## src/rtl/bsg_manycore_pkt_exec.sv

```systemverilog
// bsg_manycore_pkt_exec
//   Executes decoded manycore packets: tile freeze register, single-owner
//   lock, saturating unknown-packet counter, and a one-entry remote-store
//   output register toward the tile data memory (valid/yumi).
// Ports:
//   clk_i, reset_i (async, active-high)
//   v_i / yumi_o            : decoded packet in / consumed
//   pkt_*_i, lock_req_i     : decoder class flags
//   data_i, addr_i, mask_i  : store payload
//   from_{x,y}_cord_i       : sender coordinates
//   freeze_o                : tile freeze state
//   lock_held_o, lock_owner_{x,y}_o : lock state, owner 0 when free
//   mem_{v,addr,data,mask}_o, mem_yumi_i : pending store toward memory
//   unknown_cnt_o, unknown_seen_o        : error reporting
module bsg_manycore_pkt_exec #(
  parameter int x_cord_width_p  = 4,
  parameter int y_cord_width_p  = 4,
  parameter int data_width_p    = 32,
  parameter int addr_width_p    = 10,
  parameter bit freeze_init_p   = 1'b1,
  parameter int err_cnt_width_p = 8
) (
  input  logic                         clk_i,
  input  logic                         reset_i,
  input  logic                         v_i,
  output logic                         yumi_o,
  input  logic                         pkt_freeze_i,
  input  logic                         pkt_unfreeze_i,
  input  logic                         pkt_unknown_i,
  input  logic                         lock_req_i,
  input  logic                         pkt_remote_store_i,
  input  logic [data_width_p-1:0]      data_i,
  input  logic [addr_width_p-1:0]      addr_i,
  input  logic [(data_width_p>>3)-1:0] mask_i,
  input  logic [x_cord_width_p-1:0]    from_x_cord_i,
  input  logic [y_cord_width_p-1:0]    from_y_cord_i,
  output logic                         freeze_o,
  output logic                         lock_held_o,
  output logic [x_cord_width_p-1:0]    lock_owner_x_o,
  output logic [y_cord_width_p-1:0]    lock_owner_y_o,
  output logic                         mem_v_o,
  output logic [addr_width_p-1:0]      mem_addr_o,
  output logic [data_width_p-1:0]      mem_data_o,
  output logic [(data_width_p>>3)-1:0] mem_mask_o,
  input  logic                         mem_yumi_i,
  output logic [err_cnt_width_p-1:0]   unknown_cnt_o,
  output logic                         unknown_seen_o
);

  localparam int mask_width_lp = data_width_p >> 3;

  typedef enum logic {LOCK_FREE, LOCK_HELD} lock_state_e;

  lock_state_e                 lock_state_q, lock_state_d;
  logic                        freeze_q, freeze_d;
  logic [x_cord_width_p-1:0]   owner_x_q, owner_x_d;
  logic [y_cord_width_p-1:0]   owner_y_q, owner_y_d;
  logic                        mem_v_q, mem_v_d;
  logic [addr_width_p-1:0]     mem_addr_q, mem_addr_d;
  logic [data_width_p-1:0]     mem_data_q, mem_data_d;
  logic [mask_width_lp-1:0]    mem_mask_q, mem_mask_d;
  logic [err_cnt_width_p-1:0]  unknown_cnt_q, unknown_cnt_d;
  logic                        unknown_seen_q, unknown_seen_d;

  logic any_flag, is_unknown, is_freeze, is_lock, is_store;
  logic is_owner, out_free, lock_ok, accept;

  always_comb begin
    // Class resolution: a valid packet with no recognised flag is unknown.
    any_flag   = pkt_freeze_i | pkt_unfreeze_i | pkt_unknown_i
               | lock_req_i | pkt_remote_store_i;
    is_unknown = v_i & (pkt_unknown_i | ~any_flag);
    is_freeze  = v_i & ~is_unknown & (pkt_freeze_i | pkt_unfreeze_i);
    is_lock    = v_i & ~is_unknown & ~is_freeze & lock_req_i;
    is_store   = v_i & ~is_unknown & ~is_freeze & ~lock_req_i & pkt_remote_store_i;

    is_owner = (from_x_cord_i == owner_x_q) && (from_y_cord_i == owner_y_q);
    lock_ok  = (lock_state_q == LOCK_FREE) | is_owner;
    // Output register frees up in the same cycle memory dequeues it.
    out_free = ~mem_v_q | mem_yumi_i;

    accept = is_unknown | is_freeze
           | (is_lock & lock_ok)
           | (is_store & lock_ok & out_free);

    lock_state_d   = lock_state_q;
    freeze_d       = freeze_q;
    owner_x_d      = owner_x_q;
    owner_y_d      = owner_y_q;
    mem_v_d        = mem_v_q & ~mem_yumi_i;
    mem_addr_d     = mem_addr_q;
    mem_data_d     = mem_data_q;
    mem_mask_d     = mem_mask_q;
    unknown_cnt_d  = unknown_cnt_q;
    unknown_seen_d = unknown_seen_q;

    if (is_unknown) begin
      unknown_seen_d = 1'b1;
      if (unknown_cnt_q != '1)
        unknown_cnt_d = unknown_cnt_q + 1'b1;
    end

    // Freeze takes precedence if both freeze and unfreeze flags are set.
    if (is_freeze)
      freeze_d = pkt_freeze_i;

    if (is_lock & lock_ok) begin
      case (lock_state_q)
        LOCK_FREE: begin
          lock_state_d = LOCK_HELD;
          owner_x_d    = from_x_cord_i;
          owner_y_d    = from_y_cord_i;
        end
        default: begin
          lock_state_d = LOCK_FREE;
          owner_x_d    = '0;
          owner_y_d    = '0;
        end
      endcase
    end

    if (is_store & lock_ok & out_free) begin
      mem_v_d    = 1'b1;
      mem_addr_d = addr_i;
      mem_data_d = data_i;
      mem_mask_d = mask_i;
    end
  end

  always_ff @(posedge clk_i or posedge reset_i) begin
    if (reset_i) begin
      lock_state_q   <= LOCK_FREE;
      freeze_q       <= freeze_init_p;
      owner_x_q      <= '0;
      owner_y_q      <= '0;
      mem_v_q        <= 1'b0;
      mem_addr_q     <= '0;
      mem_data_q     <= '0;
      mem_mask_q     <= '0;
      unknown_cnt_q  <= '0;
      unknown_seen_q <= 1'b0;
    end else begin
      lock_state_q   <= lock_state_d;
      freeze_q       <= freeze_d;
      owner_x_q      <= owner_x_d;
      owner_y_q      <= owner_y_d;
      mem_v_q        <= mem_v_d;
      mem_addr_q     <= mem_addr_d;
      mem_data_q     <= mem_data_d;
      mem_mask_q     <= mem_mask_d;
      unknown_cnt_q  <= unknown_cnt_d;
      unknown_seen_q <= unknown_seen_d;
    end
  end

  assign yumi_o         = ~reset_i & accept;
  assign freeze_o       = freeze_q;
  assign lock_held_o    = (lock_state_q == LOCK_HELD);
  assign lock_owner_x_o = owner_x_q;
  assign lock_owner_y_o = owner_y_q;
  assign mem_v_o        = mem_v_q;
  assign mem_addr_o     = mem_addr_q;
  assign mem_data_o     = mem_data_q;
  assign mem_mask_o     = mem_mask_q;
  assign unknown_cnt_o  = unknown_cnt_q;
  assign unknown_seen_o = unknown_seen_q;

endmodule
```

## config.mk

```make
export PLATFORM = sky130hd
export DESIGN_NAME = bsg_manycore_pkt_exec
export DESIGN_NICKNAME = d
export VERILOG_FILES = /design/src/rtl/bsg_manycore_pkt_exec.sv
export SDC_FILE = /design/constraint.sdc
export NUM_CORES = 1
export LEC_CHECK = 0
export CORE_AREA = 2 2 87 89
export CTS_CLUSTER_SIZE = 28
export DETAILED_ROUTE_END_ITERATION = 8
export DIE_AREA = 0 0 89 91
export PLACE_DENSITY = 0.77
export SYNTH_ARGS = -nofsm -noshare
export SYNTH_HDL_FRONTEND = slang
export SYNTH_SLANG_ARGS = --single-unit
export TNS_END_PERCENT = 10
```

## constraint.sdc

```tcl
create_clock -name clk_i -period 4.7 [get_ports clk_i]
set_input_delay 1.41 -clock clk_i [delete_from_list [all_inputs] [get_ports clk_i]]
set_output_delay 1.41 -clock clk_i [all_outputs]
set_load 0.02 [all_outputs]
```

* After elaboration in Yosys (flattened, before gate mapping)
Index checks and enable logic that the tools add are counted.
Widths: inputs -> output; s select.
** Operators by class
- Mux-type cells :: 4
- Equal/unequal tests :: 3
- $add $sub $neg :: 1
- Bitwise gates (word level) :: 30
- Reductions and logical operators :: 2
** Operator list (count)
- $and 1x1->1 :: 12
- $or 1x1->1 :: 10
- $add 8x1->8 const B :: 1
- $eq 4x4->1 :: 2
- $mux 4 :: 2
- $ne 8x8->1 const B :: 1
- $not 1->1 :: 8
- $mux 1 :: 2
- $reduce_and 2->1 :: 1
- $logic_and 1x1->1 :: 1
** Storage, ports and cells
- Register bits after elaboration :: 66
- Word-level logic and storage cells :: 50
- Bits of input ports :: 63
- Output and inout port bits :: 67

* Longest topological paths before layout
Gate-level depths: netlist of the first run.
- Word-level depth :: 18
- Mapped depth :: 6
- Depth with buffers taken out :: 6

* Least setup slack after synthesis of the first run
Ideal clock, no wire load.
- Path kind :: input port to output port
- Start :: input port reset_i
- End :: output port yumi_o
- Slack :: -0.017 ns
- Data arrival time :: 3.307 ns
- Stages :: 3
- Required time :: 3.290 ns
- Path buffers :: 0
- Cells stage by stage :: inv_1 nand2_1 a21oi_1
** Between the ends
- Cells in the longest elaborated chain, start to end :: 2
** RTL lines
- start: declaration :: line 24 : input logic reset_i,
- $not 1->1 :: line 156 : assign yumi_o = ~reset_i & accept;
- $and 1x1->1 :: line 156
- end: declaration :: line 26 : output logic yumi_o,
Every way passes these cells.

* Worst setup path in the final report of the first run
- Start :: input port from_y_cord_i[1]
- End :: output port yumi_o
** Between the ends
- Cells in the longest elaborated chain, start to end :: 7
- Elaborated cells on any way between the ends :: 9
- Classes of those cells :: eq/ne (1); bitwise (7); reduce/logical (1)
** RTL lines
- start: declaration :: line 36 : input logic [y_cord_width_p-1:0] from_y_cord_i,
- $eq 4x4->1 * :: line 77 : is_owner = (from_x_cord_i == owner_x_q) && (from_y_cord_i == owner_y_q);
- $logic_and 1x1->1 * :: line 77
- $or 1x1->1 * :: line 78 : lock_ok = (lock_state_q == LOCK_FREE) | is_owner;
- $and 1x1->1, on equally long branches :: line 83, 84
- $or 1x1->1 or $and 1x1->1 (tied branches) :: line 83, 84
- $or 1x1->1 * :: line 84 : | (is_store & lock_ok & out_free);
- $and 1x1->1 * :: line 156
Mark *: on every way between the ends. The rest lies on a longest branch, timed or not.

==> out/results.tsv, run 1 <==
metric	value	unit
status	complete, no violations	
Hold Crit Class	reg2reg	
Post-synth EDFFs	0	
WHS Path Cells	1	
antenna violations before repair	0	
clk sinks	66	
Total Nets Final	390	
post-synthesis xor/xnor area fraction	4.621	%
P_leak	2.057	nW
mux share of post-synthesis cell area	23.90	%
Worst-Margin Slew	828.1	ps
layout cells sized above 1	23.26	%
simple-gate area share of the yosys netlist	6.690	%
Placer Congestion	0.7583	
1st-iter DRT viols	52	
detailed-route via count	1960	
vias in the first global route	2080	
hold_sp	unknown_seen_o	
ys async rst share	100.0	%
number of antenna diodes	0	
area leader, netlist	dfrtp_1	
max cap viols	0	
clock tree buffer depth	2	
IO Port Bufs	129	
post-detail-place hpwl	4670	µm
unrepaired setup endpoints after global routing	false	
Yosys reg bits	66	
Starting Density	39.83	%
Routed Antenna Nets	0	
Worst slew margin	44.79	%
total of fill cells in the finished design	602	
maximum fanout along the worst path	2	
f_max	237.0	MHz
Worst Skew	11.84	ps
area occupied by multi-input gates	1134	µm²
clk_lat worst skew	330	ps
Yosys warnings	0	
CTS tree	yes	
r2r startpoint	lock_owner_y_o[1]	
first-pass GRT wire length	10180	µm
M1 WL	2730	µm
WHS Endpoint	unknown_seen_o	
post-synthesis cell area	2843	µm²
post-synthesis compound-gate area fraction	4.225	%
synth cell count leaders	65 x dfrtp_1, 40 x mux2_4, 13 x xnor2_1	
die width	89	µm
H-Tree Depth	3	
CP Launch Type	input pin	
FF-to-FF End	mem_data_o[10]	
drt drc	0	
Adder-Cell Fraction of Synth Area	0.4401	%
routed wl met3	425	µm
io pins	130	
register area	1653	µm²
GRT Util Overall	16.38	%
full die area	8099	µm²
period utilisation layout	89.77	%
root buffer cell	clkbuf_8	
CP Class	in2out	
Setup violations, final	0	
count leader, synth	dfrtp_1	
die span in y	91	µm
endpoint class of the critical path	output pin	
main area contributors after synthesis	dfrtp_1 57%, mux2_4 21%, xnor2_1 4.0%	
post-CTS setup buffers	0	
PD cells	432.9	nW/µm²
CORE AREA	7137	µm²
Clock transition at path regs	70	ps
register area share after synthesis	58.14	%
Final Util	62.89	%
largest family of logic cells by synthesized area	multiplexers	
largest net degree at the start of global routing	67	
ys flop type	dfrtp_1	
routed wl met2	3232	µm
final WL	6469	µm
count of pins over their slew limit	0	
router iterations before antenna repair	6	
r2r setup slk	2440	ps
area grow syn2layout	57.88	%
final hold vios	0	
total nets after synthesis	246	
CP required	3290	ps
Routed wire per std cell	15.04	µm
total global routing overflow	0	
Distinct cells, synth	27	
Synth top area share	57.22	%
row count	31	
Synth Area per Inst	15.62	µm²
highest metal layer with signal wires	met4	
post-route minimum period	4219	ps
setup TNS	0	ps
VDD IR max	0.0002541	V
Mapped Cells	182	
Arr. time, crit path	2810	ps
vias per cell	4.558	
Inserted Clock Buffers	9	
FF-to-FF path depth	7	
[worst max path at each step]
| stage | startpoint | cells after the start | to |
|---|---|---|---|
| floorplan | reset_i | 3 | yumi_o |
| CTS | from_y_cord_i[1] | 7 | yumi_o |
| global route | from_y_cord_i[1] | 7 | yumi_o |
| finish | from_y_cord_i[1] | 7 | yumi_o |
| global placement | from_y_cord_i[1] | 7 | yumi_o |
| detailed placement | from_y_cord_i[1] | 7 | yumi_o |
[sequential cells by signal, indices dropped and copies added, names as in the netlist]
name,cells
lock_owner_y_o,4
mem_mask_o,4
unknown_cnt_o,8
mem_v_o,1
lock_owner_x_o,4
unknown_seen_o,1
lock_held_o,1
freeze_o,1
mem_data_o,32
mem_addr_o,10
[routing by layer]
layer | up-vias | global-route usage, %
li1 | 933 | -
met4 | 0 | 5.970
met1 | 945 | 21.67
met3 | 10 | 4.091
met2 | 72 | 25.87
met5 | - | 0
[power breakdown]
group	switching, mW	total [mW]	internal, mW
clock	0.209	0.482	0.273
combinational	0.285	0.680	0.395
sequential	0.0923	0.781	0.689
total	0.586	1.94	1.36
[layout by cell type, fill, tap and decap left out, types with 4 or more instances in the layout]
master / Yosys / layout
clkdlybuf4s50_1: 0 / 128
dfrtp_1: 65 / 65
mux2_4: 40 / 40
xnor2_1: 13 / 13
clkbuf_8: 0 / 11
a22o_1: 9 / 9
buf_4: 0 / 9
nand2_1: 8 / 8
mux2_2: 7 / 7
nor2_1: 6 / 6
nand4_1: 4 / 4
nand3_1: 4 / 4
[final cells by class]
class                   instances  area share, %
repair buffers                138          30.33
clock buffers                  12          3.457
flip-flops and latches         66          36.83
inverters                       2         0.2509
clock inverters                 4          1.115
well taps                      99          2.760
multi-input cells             109          25.26
[per-stage QoR]
stage / cell area (µm²) / total power, mW / hold slack, ps / instances / setup slack, ps
detailed placement: 4280 / 1.476 / 465.7 / 414 / 90.42
floorplan: 2846 / 1.124 / 581.5 / 182 / 615.6
CTS: 4486 / 1.971 / 493.3 / 430 / 70.64
global placement: 4280 / 1.463 / 470.6 / 414 / 69.18
finish: 4488 / 1.943 / 494.2 / 430 / 480.6
global route: 4488 / 2.051 / 523.5 / 430 / 361.6
[worst max-delay path, stage by stage]
cell,delay (ps)
clkdlybuf4s50_1,500
xnor2_1,130
nand4_1,150
o21ai_2,170
nand2_1,60
a21oi_1,130
dlymetal6s2s_1,240
[kinds of logic (layout without fill, tap and decap cells)]
family,Yosys count,after routing
buffers and inverters,7,156
multiplexers,47,47
adder cells (fa/ha/maj),1,1
flip-flops,66,66
AO/OA/AOI/OAI,14,14
AND/OR/NAND/NOR,32,32
XOR/XNOR,15,15
[repair_timing]
action,in CTS,in global routing
gates resized for setup,0,1
hold buffers,0,0
setup endpoints to repair,0,1
Note: power is estimated with default switching activity, not from simulation.
==> run 2, diff against run 1 <==
==> config.mk (replaced) <==
export PLATFORM = sky130hd
export DESIGN_NAME = bsg_manycore_pkt_exec
export DESIGN_NICKNAME = d
export VERILOG_FILES = /design/src/rtl/bsg_manycore_pkt_exec.sv
export SDC_FILE = /design/constraint.sdc
export NUM_CORES = 1
export LEC_CHECK = 0
export CORE_AREA = 2 2 83 85
export CTS_CLUSTER_SIZE = 25
export DETAILED_ROUTE_END_ITERATION = 8
export DIE_AREA = 0 0 85 87
export PLACE_DENSITY = 0.84
export SYNTH_ARGS = -nofsm -noshare
export SYNTH_HDL_FRONTEND = slang
export SYNTH_SLANG_ARGS = --single-unit
export TNS_END_PERCENT = 50
==> constraint.sdc (replaced) <==
create_clock -name clk_i -period 4.9 [get_ports clk_i]
set_input_delay 1.47 -clock clk_i [delete_from_list [all_inputs] [get_ports clk_i]]
set_output_delay 1.47 -clock clk_i [all_outputs]
set_load 0.02 [all_outputs]
==> run 2 against run 1 <==
Setup slack got worse by 300 ps. Worst hold slack lost 11 ps. Via count fell by 1.9%. Critical path depth unchanged. Combinational power fell by 4.9%. Utilization rose by 4.4 points. Critical path type unchanged. Critical endpoint unchanged. Largest cell class unchanged. Largest power group unchanged.
==> out/results.tsv, run 2 (synthesis results as in run 1) <==
metric	value	unit
maximum fanout along the worst path	2	
f_max	212.0	MHz
vias per cell	4.746	
GRT Util Overall	16.34	%
clk_lat worst skew	320	ps
vias in the first global route	1958	
antenna violations before repair	0	
clock tree buffer depth	2	
WHS Path Cells	1	
commonest non-fill, non-tap cell in the layout	clkdlybuf4s50_1	
post-route minimum period	4717	ps
max cap viols	0	
Total Nets Final	385	
die span in y	87	µm
CP Class	in2out	
Setup violations, final	0	
Worst Skew	6.793	ps
CTS tree	yes	
status	complete, no violations	
first-pass GRT wire length	9542	µm
final WL	5914	µm
io pins	130	
layout cells sized above 1	21.85	%
root buffer cell	clkbuf_8	
most frequent cells in the layout	129 x clkdlybuf4s50_1, 65 x dfrtp_1, 40 x mux2_4	
area grow syn2layout	55.46	%
hold_sp	unknown_seen_o	
P_leak	2.030	nW
full die area	7395	µm²
endpoint class of the critical path	output pin	
Hold Crit Class	reg2reg	
PD cells	419.1	nW/µm²
Psw	0.5411	mW
hold-fix buffers at CTS	0	
post-detail-place hpwl	4385	µm
Clk pwr share	24.5	%
count of pins over their slew limit	0	
Sw Ratio	29.21	%
Worst slew margin	41.97	%
Clock transition at path regs	60	ps
Starting Density	43.28	%
pre-CTS setup slack	180.2	ps
setup TNS	0	ps
CP required	3430	ps
router iterations before antenna repair	4	
CORE AREA	6569	µm²
period utilisation layout	96.27	%
number of flip-flops in the largest register	32	
row count	30	
Placer Congestion	0.7676	
Gate power share	34.9	%
total global routing overflow	0	
r2r setup slk	2530	ps
detailed-route via count	1922	
CTS resizes	0	
unrepaired setup endpoints after global routing	false	
H-Tree Depth	3	
FF-to-FF End	mem_data_o[6]	
post-CTS setup buffers	0	
Worst-Margin Slew	870.5	ps
IO Port Bufs	129	
final hold vios	0	
CP Launch Type	input pin	
FF-to-FF path depth	6	
Inserted Clock Buffers	9	
Routed wire per std cell	14.60	µm
drt drc	0	
Reg power frac	40.5	%
die width	85	µm
Arr. time, crit path	3250	ps
r2r startpoint	lock_owner_x_o[2]	
1st-iter DRT viols	40	
Internal Dissipation	1.311	mW
clk sinks	66	
WHS Endpoint	unknown_seen_o	
min setup slack post-route	182.9	ps
number of antenna diodes	0	
largest net degree at the start of global routing	67	
VDD IR max	0.0002336	V
Routed Antenna Nets	0	
## run 2: critical path: stages
cell,delay [ps]
clkdlybuf4s50_1,500
xnor2_1,130
nand4_1,150
o21ai_2,180
nand2_1,60
a21oi_1,140
clkdlybuf4s50_1,620
## run 2: how the worst max path moves through the flow
stage                         to  slack, ps        startpoint  cells after the start
final                     yumi_o        180  from_x_cord_i[2]                      7
after global routing      yumi_o         50  from_y_cord_i[1]                      7
after CTS                 yumi_o        160  from_x_cord_i[2]                      7
after detailed placement  yumi_o        180  from_y_cord_i[1]                      7
after global placement    yumi_o        170  from_x_cord_i[3]                      7
after floorplan           yumi_o         60           reset_i                      3
## run 2: power by group through the flow
stage	clock network, mW	logic (mW)	registers (mW)
floorplan	0	0.186	0.893
global placement	0	0.645	0.754
detailed placement	0	0.655	0.758
CTS	0.471	0.657	0.751
global route	0.504	0.688	0.767
finish	0.454	0.647	0.751
## run 2: layout make-up
class / count / area (µm²)
flip-flops and latches: 66 / 1653
fillers: 477 / 2150
clock inverters: 2 / 35.03
multi-input cells: 109 / 1134
clock buffers: 13 / 168.9
inverters: 2 / 7.507
repair buffers: 133 / 1321
well taps: 80 / 100.1
## run 2: metrics by stage
stage	power [mW]	hold WS [ps]	instance area [µm²]	instances	util (%)
2_1_floorplan	1.078	581.5	2843	182	-
3_3_place_gp	1.399	451.4	4215	390	64.17
3_5_place_dp	1.412	477.9	4215	390	64.17
4_1_cts	1.879	496.1	4419	405	67.28
5_1_grt	1.960	518.2	4419	405	67.28
6_report	1.852	483.5	4419	405	67.28
## run 2: layer usage
metal	GRT usage [%]	wire [µm]	up-vias
met2	25.21	2872	71
met3	4.360	400	6
met1	22.10	2583	926
met5	0	0	-
met4	6.494	58	0
li1	-	-	919
==> run 3, diff against run 2 <==
--- a/config.mk
+++ b/config.mk
@@ -5,11 +5,12 @@
 export SDC_FILE = /design/constraint.sdc
 export NUM_CORES = 1
 export LEC_CHECK = 0
-export CORE_AREA = 2 2 83 85
+export CORE_AREA = 2 2 82 84
+export CTS_BUF_LIST = sky130_fd_sc_hd__clkbuf_8
 export CTS_CLUSTER_SIZE = 25
 export DETAILED_ROUTE_END_ITERATION = 8
-export DIE_AREA = 0 0 85 87
-export PLACE_DENSITY = 0.84
+export DIE_AREA = 0 0 84 86
+export PLACE_DENSITY = 0.86
 export SYNTH_ARGS = -nofsm -noshare
 export SYNTH_HDL_FRONTEND = slang
 export SYNTH_SLANG_ARGS = --single-unit
==> constraint.sdc (replaced) <==
create_clock -name clk_i -period 5.76 [get_ports clk_i]
set_input_delay 1.728 -clock clk_i [delete_from_list [all_inputs] [get_ports clk_i]]
set_output_delay 1.728 -clock clk_i [all_outputs]
set_load 0.02 [all_outputs]
==> run 3 against run 2 <==
Cell area decreased by 0.59%. Global-route usage increased by 2.2 points. Utilization increased by 2.7 points. Non-clock buffer count decreased by 3. Combinational power decreased by 15%. Largest power group unchanged. Critical path depth unchanged.
==> out/results.tsv, run 3 (synthesis results as in run 1) <==
metric	value	unit
CORE AREA	6277	µm²
Arr. time, crit path	3700	ps
fin cells	399	
layout cells sized above 1	21.12	%
IO Port Bufs	129	
GRT Util Overall	18.54	%
post-detail-place hpwl	4627	µm
commonest non-fill, non-tap cell in the layout	clkdlybuf4s50_1	
Power, Total	1.578	mW
post-CTS setup buffers	0	
Setup violations, final	0	
VDD IR max	0.0002182	V
Placer Congestion	0.7902	
area grow syn2layout	54.53	%
drt drc	0	
final WL	6367	µm
post-route minimum period	5425	ps
Worst Skew	6.302	ps
detailed-route via count	1962	
unrepaired setup endpoints after global routing	false	
vias in the first global route	2069	
number of antenna diodes	0	
CP Launch Type	input pin	
CTS resizes	0	
status	complete, no violations	
first-pass GRT wire length	10550	µm
register area	1653	µm²
Worst-Margin Slew	898.4	ps
Hold Crit Class	reg2reg	
hold slack	491.5	ps
crit path cell chain	clkdlybuf4s50_1 > xnor2_1 > nand4_1 > o21ai_2 > nand2_1 > a21oi_1 > clkdlybuf4s50_1	
Most Frequent Cell on Critical Path	clkdlybuf4s50_1	
min setup slack post-route	335.1	ps
setup TNS	0	ps
total global routing overflow	0	
router iterations before antenna repair	4	
die span in y	86	µm
CP max stage delay	630	ps
most frequent cells in the layout	129 x clkdlybuf4s50_1, 65 x dfrtp_1, 40 x mux2_4	
Slowest cell on crit path	clkdlybuf4s50_1	
count of pins over their slew limit	0	
Total Nets Final	382	
root buffer cell	clkbuf_8	
CTS tree	yes	
PD cells	359.2	nW/µm²
CP required	4030	ps
clock tree buffer depth	2	
area occupied by multi-input gates	1134	µm²
die width	84	µm
maximum fanout along the worst path	4	
final hold vios	0	
period utilisation layout	94.18	%
pre-CTS setup slack	352.9	ps
CP Class	in2out	
Worst slew margin	40.10	%
clk_lat worst skew	320	ps
Final Util	69.98	%
post-placement cell count	384	
placed cell area	4189	µm²
1st-iter DRT viols	91	
total of fill cells in the finished design	431	
number of flip-flops in the largest register	32	
max cap viols	0	
Clock transition at path regs	60	ps
full die area	7224	µm²
antenna violations before repair	0	
f_max	184.3	MHz
Routed wire per std cell	15.96	µm
row count	29	
io pins	130	
Starting Density	45.29	%
P_leak	2.020	nW
Inserted Clock Buffers	9	
largest net degree at the start of global routing	67	
Final Instance Area	4393	µm²
endpoint class of the critical path	output pin	
hold-fix buffers at CTS	0	
vias per cell	4.917	
Routed Antenna Nets	0	
H-Tree Depth	3	
clk sinks	66	
## run 3: changes by cell type in the layout (fill, tap and decap cells not counted), sizes merged
cell,delta
clkbuf,-1
buf,-3
inv,+1
## run 3: path summary, 6_finish.rpt
| kind | from | to | slack, ps | cells past startpoint |
|---|---|---|---|---|
| max | from_y_cord_i[1] | yumi_o | 340 | 7 |
| min | unknown_seen_o | unknown_seen_o | 490 | 1 |
| max reg2reg | lock_owner_y_o[1] | mem_addr_o[4] | 3340 | 5 |
| min reg2reg | unknown_seen_o | unknown_seen_o | 490 | 1 |
| max in group asynchronous | reset_i | mem_data_o[21] | 3200 | 3 |
| min in group asynchronous | reset_i | unknown_cnt_o[4] | 2040 | 3 |
## run 3: worst max-delay path: cells and delay by family
kind | cells | cell delay (ps)
buffers and inverters | 2 | 1130
AO/OA/AOI/OAI | 2 | 450
AND/OR/NAND/NOR | 2 | 250
XOR/XNOR | 1 | 130
## run 3: routing by layer
metal	GRT usage, %	part of all wire, %	vias up
met5	0	0	-
met4	6.598	1.3	0
met3	4.235	6.2	7
met2	30.25	49	83
met1	24.56	43	957
li1	-	-	915
## run 3: cell type report
cell class,instances,share of cell area [%]
clock buffers,12,3.760
clock inverters,3,0.8829
inverters,2,0.1709
multi-input cells,109,25.80
flip-flops and latches,66,37.62
well taps,77,2.193
repair buffers,130,29.56
## run 3: where the power goes
| group | total, mW | internal, mW | switching, mW | leakage, nW |
|---|---|---|---|---|
| Clock | 0.390 | 0.231 | 0.159 | 0.110 |
| Combinational | 0.550 | 0.317 | 0.232 | 1.07 |
| Sequential | 0.638 | 0.562 | 0.0762 | 0.839 |
| Total | 1.58 | 1.11 | 0.467 | 2.02 |
